[src/rtl/mux_pkg.sv]
// Shared constants and FSM encoding for the 4:1 bit mux and its scan
// sequencer.
//   NCH     - number of mux channels
//   SEL_W   - width of the mux select
//   state_t - scan sequencer FSM states
package mux_pkg;

  localparam int NCH   = 4;
  localparam int SEL_W = 2;

  typedef enum logic [1:0] {
    IDLE    = 2'd0,
    SETTLE  = 2'd1,
    PRESENT = 2'd2
  } state_t;

endpackage

[src/rtl/mux_dwell_cnt.sv]
// Dwell timer for the scan sequencer. Counts enabled cycles and pulses
// done on the cycle whose count is DWELL-1; the count returns to zero
// on that same edge so the next channel starts a fresh dwell.
//   i_clk    - clock, rising edge
//   i_rst_n  - synchronous active-low reset
//   i_clear  - force the count to zero
//   i_enable - count this cycle
//   o_done   - dwell complete (combinational from count and enable)
module mux_dwell_cnt #(
  parameter int DWELL = 4,
  parameter int CNT_W = 8
) (
  input  logic i_clk,
  input  logic i_rst_n,
  input  logic i_clear,
  input  logic i_enable,
  output logic o_done
);

  localparam logic [CNT_W-1:0] LAST = CNT_W'(DWELL - 1);

  logic [CNT_W-1:0] cnt_q;

  assign o_done = i_enable && (cnt_q == LAST);

  always_ff @(posedge i_clk) begin
    if (!i_rst_n || i_clear) begin
      cnt_q <= '0;
    end else if (i_enable) begin
      cnt_q <= o_done ? '0 : cnt_q + 1'b1;
    end
  end

endmodule

[src/rtl/mux_scan_ctrl.sv]
// Scan sequencer for a 4:1 bit mux. Steps the mux select through every
// channel, holds each for DWELL cycles, samples the mux output at the end
// of the dwell and delivers the assembled 4-bit frame to a consumer.
//   i_clk, i_rst_n    - clock and synchronous active-low reset
//   i_start           - scan request, honoured only in IDLE
//   i_continuous      - rescan after each accepted frame
//   o_sel             - mux select
//   i_mux_out         - mux output bit fed back
//   o_frame           - captured frame, bit k = channel k
//   o_frame_valid     - frame available
//   i_frame_ready     - consumer accepts frame
//   o_busy            - sequencer is not IDLE
//   o_overrun         - sticky: a start arrived while busy
//   o_dbg_state       - current FSM state for observation
//
// Frame handshake: a frame transfers on every rising edge where
// o_frame_valid and i_frame_ready are both high. Once raised, o_frame_valid
// and o_frame stay unchanged until that transfer edge; i_frame_ready has no
// effect while o_frame_valid is low.
module mux_scan_ctrl
  import mux_pkg::*;
#(
  parameter int DWELL = 4,
  parameter int CNT_W = 8
) (
  input  logic             i_clk,
  input  logic             i_rst_n,
  input  logic             i_start,
  input  logic             i_continuous,
  output logic [SEL_W-1:0] o_sel,
  input  logic             i_mux_out,
  output logic [NCH-1:0]   o_frame,
  output logic             o_frame_valid,
  input  logic             i_frame_ready,
  output logic             o_busy,
  output logic             o_overrun,
  output state_t           o_dbg_state
);

  localparam logic [SEL_W-1:0] SEL_LAST = SEL_W'(NCH - 1);

  state_t           state_q, state_d;
  logic [SEL_W-1:0] sel_q, sel_d;
  logic [NCH-1:0]   cap_q, cap_d;
  logic [NCH-1:0]   frame_q, frame_d;
  logic             valid_q, valid_d;
  logic             ovr_q, ovr_d;
  logic             dwell_done;

  // The dwell counter only runs in SETTLE and sits at zero elsewhere, so
  // every entry into SETTLE starts a full dwell on channel 0.
  mux_dwell_cnt #(
    .DWELL (DWELL),
    .CNT_W (CNT_W)
  ) u_dwell (
    .i_clk    (i_clk),
    .i_rst_n  (i_rst_n),
    .i_clear  (state_q != SETTLE),
    .i_enable (state_q == SETTLE),
    .o_done   (dwell_done)
  );

  always_comb begin
    state_d = state_q;
    sel_d   = sel_q;
    cap_d   = cap_q;
    frame_d = frame_q;
    valid_d = valid_q;
    ovr_d   = ovr_q;
    case (state_q)
      IDLE: begin
        sel_d = '0;
        if (i_start) begin
          state_d = SETTLE;
          ovr_d   = 1'b0;
        end
      end
      SETTLE: begin
        if (i_start) ovr_d = 1'b1;
        if (dwell_done) begin
          cap_d[sel_q] = i_mux_out;
          if (sel_q != SEL_LAST) begin
            sel_d = SEL_W'(sel_q + 1'b1);
          end else begin
            // Last channel: the bit sampled this edge goes straight into
            // the frame alongside the three already captured.
            frame_d = {i_mux_out, cap_q[NCH-2:0]};
            valid_d = 1'b1;
            sel_d   = '0;
            state_d = PRESENT;
          end
        end
      end
      PRESENT: begin
        // A start on the handshake edge only counts as an overrun; the
        // handshake decides the next state.
        if (i_start) ovr_d = 1'b1;
        if (i_frame_ready) begin
          valid_d = 1'b0;
          state_d = i_continuous ? SETTLE : IDLE;
        end
      end
      default: begin
        state_d = IDLE;
        sel_d   = '0;
        valid_d = 1'b0;
      end
    endcase
  end

  always_ff @(posedge i_clk) begin
    if (!i_rst_n) begin
      state_q <= IDLE;
      sel_q   <= '0;
      cap_q   <= '0;
      frame_q <= '0;
      valid_q <= 1'b0;
      ovr_q   <= 1'b0;
    end else begin
      state_q <= state_d;
      sel_q   <= sel_d;
      cap_q   <= cap_d;
      frame_q <= frame_d;
      valid_q <= valid_d;
      ovr_q   <= ovr_d;
    end
  end

  assign o_sel         = sel_q;
  assign o_frame       = frame_q;
  assign o_frame_valid = valid_q;
  assign o_busy        = (state_q != IDLE);
  assign o_overrun     = ovr_q;
  assign o_dbg_state   = state_q;

endmodule

[config.mk]
export PLATFORM = sky130hd
export DESIGN_NAME = mux_scan_ctrl
export DESIGN_NICKNAME = d
export VERILOG_FILES = /design/src/rtl/mux_pkg.sv /design/src/rtl/mux_dwell_cnt.sv /design/src/rtl/mux_scan_ctrl.sv
export SDC_FILE = /design/constraint.sdc
export NUM_CORES = 1
export LEC_CHECK = 0
export CELL_PAD_IN_SITES_DETAIL_PLACEMENT = 0
export CELL_PAD_IN_SITES_GLOBAL_PLACEMENT = 1
export CORE_ASPECT_RATIO = 0.6
export CORE_UTILIZATION = 40
export CTS_CLUSTER_SIZE = 14
export DETAILED_ROUTE_END_ITERATION = 10
export DONT_BUFFER_PORTS = 1
export PLACE_DENSITY = 0.69
export SLEW_MARGIN = 20
export SYNTH_ARGS = -nofsm -noshare
export SYNTH_HDL_FRONTEND = slang
export SYNTH_SLANG_ARGS = --single-unit
[constraint.sdc]
create_clock -name i_clk -period 1.5 [get_ports i_clk]
set_input_delay 0.225 -clock i_clk [delete_from_list [all_inputs] [get_ports i_clk]]
set_output_delay 0.225 -clock i_clk [all_outputs]
set_load 0.03 [all_outputs]
==> results of run 1 <==
==> where the power goes <==
group	internal, uW	switching [uW]	leakage, uW
clock	189	181	0.0000228
combinational	163	228	0.000344
sequential	584	26.5	0.000171
total	936	435	0.000538
==> layout make-up <==
type / instances / area share [%]
multi-input combinational: 81 / 46.9
sequential: 21 / 33.2
clock buffer: 4 / 3.52
inverter: 8 / 2.34
timing repair buffer: 19 / 11.1
tap: 30 / 2.93
==> cells in the final DEF (no fill, tap or decap), types with 2 or more instances in the layout <==
cell type / count
sky130_fd_sc_hd__xor2_1: 3
sky130_fd_sc_hd__buf_4: 19
sky130_fd_sc_hd__nand2_1: 11
sky130_fd_sc_hd__dfxtp_2: 4
sky130_fd_sc_hd__clkbuf_8: 3
sky130_fd_sc_hd__ha_2: 3
sky130_fd_sc_hd__xnor2_1: 3
sky130_fd_sc_hd__a31oi_1: 2
sky130_fd_sc_hd__nor2_1: 16
sky130_fd_sc_hd__nand3_1: 5
sky130_fd_sc_hd__ha_1: 5
sky130_fd_sc_hd__dfxtp_1: 17
sky130_fd_sc_hd__mux2i_1: 8
sky130_fd_sc_hd__nand4_1: 5
sky130_fd_sc_hd__nor3_1: 3
sky130_fd_sc_hd__inv_1: 7
==> kinds of logic after synthesis <==
kind of cell / share of synthesized area [%]
AOI/OAI and AO/OA: 6.11
and+or+nand+nor: 23.7
muxes: 7.98
adders and majority gates: 11.2
xor gates and xnor gates: 5.24
DFF: 41.9
buffers and inverters: 3.86
==> critical path, stage by stage, from the launching register on <==
cell                      delay (ps)
sky130_fd_sc_hd__dfxtp_2         350
sky130_fd_sc_hd__inv_1            60
sky130_fd_sc_hd__buf_4           130
sky130_fd_sc_hd__ha_2            200
sky130_fd_sc_hd__inv_2            70
sky130_fd_sc_hd__buf_4           150
==> registers in the layout, indices dropped and copies added (netlist names) <==
name,cells
o_frame,4
o_overrun,1
o_sel,2
o_frame_valid,1
o_dbg_state,2
cap_q,3
u_dwell.cnt_q,8
==> per-layer routing <==
layer	vias up	routed length, um
met4	0	13
met1	392	1260
met3	2	146
met2	24	939
met5	-	0
li1	425	-
==> cell usage after synthesis, drive strengths merged <==
library cell / count
a22oi: 1
nand2: 12
nor2: 16
nor3: 4
nand4: 5
nand3: 6
o211a: 1
nand2b: 1
mux2i: 8
clkbuf: 1
and2: 1
buf: 1
a31oi: 2
xor2: 3
nor2b: 1
xnor2: 3
o221ai: 1
a21oi: 2
o21ai: 1
ha: 9
dfxtp: 21
inv: 8
o211ai: 1
or3: 1
or4: 1
nor4b: 1
==> worst paths after layout <==
path,from,to,slack [ps],depth (start not counted)
worst max-delay path,o_dbg_state[1],o_busy,60,5
worst min-delay path,i_rst_n,o_dbg_state[1],90,1
worst max register to register,u_dwell.cnt_q[1],o_sel[0],70,5
worst min register to register,cap_q[2],cap_q[2],460,2
==> timing repair <==
item	4_1_cts	5_1_grt
setup buffers	1	0
gates resized for setup	2	8
gates cloned	0	0
endpoints found under the setup margin	3	13
pin swaps	3	2
endpoints found under the hold margin	0	0
==> through the flow <==
stage,setup WS (ps),setup TNS (ps)
after global placement,39.8,0
final,55.7,0
after CTS,14.3,0
after global routing,-21.5,-53.6
after detailed placement,-26.6,-27.7
after floorplan,6.78,0
==> results.toml, run 1 <==
[placed_design]
place_congestion = 0.804
dpl.cell_count = 158
numPortBuffers = 0
total_half_perimeter_wirelength_after_legalization_and_detailed_placement_um = 1810
placed_area_um2 = 1180

[drt]
final_antenna_net_count = 0
drtIter0Drc = 74
drt_wl_total_um = 2360
routed-via-count = 843
route.detailed.drc = 0
detail_route.first_pass.iterations = 4
routed_wire_length_per_instance_um = 14.5
viasPerCell = 5.17

[hold_path]
holdCritPathClass = "in2reg"

[floorplanning]
fp.dieArea_um2 = 2720
initial_standard_cell_utilization_of_the_core_pct = 44.4
die_h_um = 40.8
num_io_pins = 17
dieWidth_um = 66.7
fp-row-count = 13
core_region_area_um2 = 2260

[power_and_ir_drop]
power_per_cell_area_nw_per_um2 = 1070
vdd_drop_max_v = 0.000595
pwr_total_uw = 1370
leakage_uw = 0.000538

[final_layout]
finalCoreUtilization_pct = 56.7
final_design_instance_area_without_fill_um2 = 1280
n_fill_cell = 192
register_area_um2 = 425
layout-area-overhead-vs-synth_pct = 27.7
final_net_count = 149
post_route_cells_drive_above_1_share_pct = 29.3
final_cells = 163
antenna_cells_inserted = 0
multi_input_area_um2 = 601

[synthesis]
post_synthesis_net_count = 127
ys_ff_latch = 21
synth_sequential_area_ratio_pct = 41.9
synth_largest_area_cell = "sky130_fd_sc_hd__dfxtp_1"
yosys.cell_types.count = 27
ys.warnings.count = 0
synthesis.instances = 112
total_standard_cell_area_after_synthesis_um2 = 1000
yosys_top_cell_area_share_pct = 41.9
ys_top_cells_by_area = "sky130_fd_sc_hd__dfxtp_1 (42%), sky130_fd_sc_hd__ha_1 (11%), sky130_fd_sc_hd__mux2i_1 (8.0%), sky130_fd_sc_hd__nor2_1 (6.0%), sky130_fd_sc_hd__nand2_1 (4.1%)"
syn_avg_cell_area_um2 = 8.96

[global_routing]
vias_in_the_first_global_route = 778
met1_usage_pct = 28.7
grt_most_used_layer = "met2"
initial_antenna_violation_count = 0
grt_usage_pct = 20.6
grt-ovfl-total = 0
grt_pass1_wl_um = 3780
pin_count_of_the_biggest_net_entering_global_routing = 12
grt.met3_usage_pct = 8.61
global_route.usage.met2_pct = 28.8

[worst_setup_path]
criticalPathCategory = "reg2out"
end_kind = "output pin"
required_ps = 1270
critPathMaxFanout = 5
cp-start-kind = "register"
cp.arrival_ps = 1220

[sta]
timing.fmax_mhz = 692
final-setup-viol-count = 0
timing.final.crit_share_pct = 96.3
final-hold-violation-count = 0
worst_hold_slack_ps = 92.7
finClkSkew_ps = 1.60
worstMarginPinSlew_ps = 334
slew_headroom_pct = 77.7
slew_viol_final = 0
timing.final.crit_period_ps = 1440
rsz0062_at_grt = "true"

[clocking]
clock_slew_at_the_register_clock_pins_of_the_worst_setup_and_hold_paths_ps = 70
clock_insertion_delay_worst_skew_ps = 260
clock_path_buffers = 2
cts_buffers = 3
cts.hold.buffers_added = 0
cts.sinks = 21
tritoncts_clock_tree = "yes"
root_buffer = "sky130_fd_sc_hd__clkbuf_8"
htree_num_levels = 1

[outcome]
outcome = "finished, final reports clean"

[run]
timing.max_cap.violations = 0
(Power assumes the default switching activity.)
==> inputs of run 2 (changes only) <==
- GPL_ROUTABILITY_DRIVEN: unset -> 0
==> results of run 2 <==
No change in the layout: final DEF, timing and power equal those of run 1.
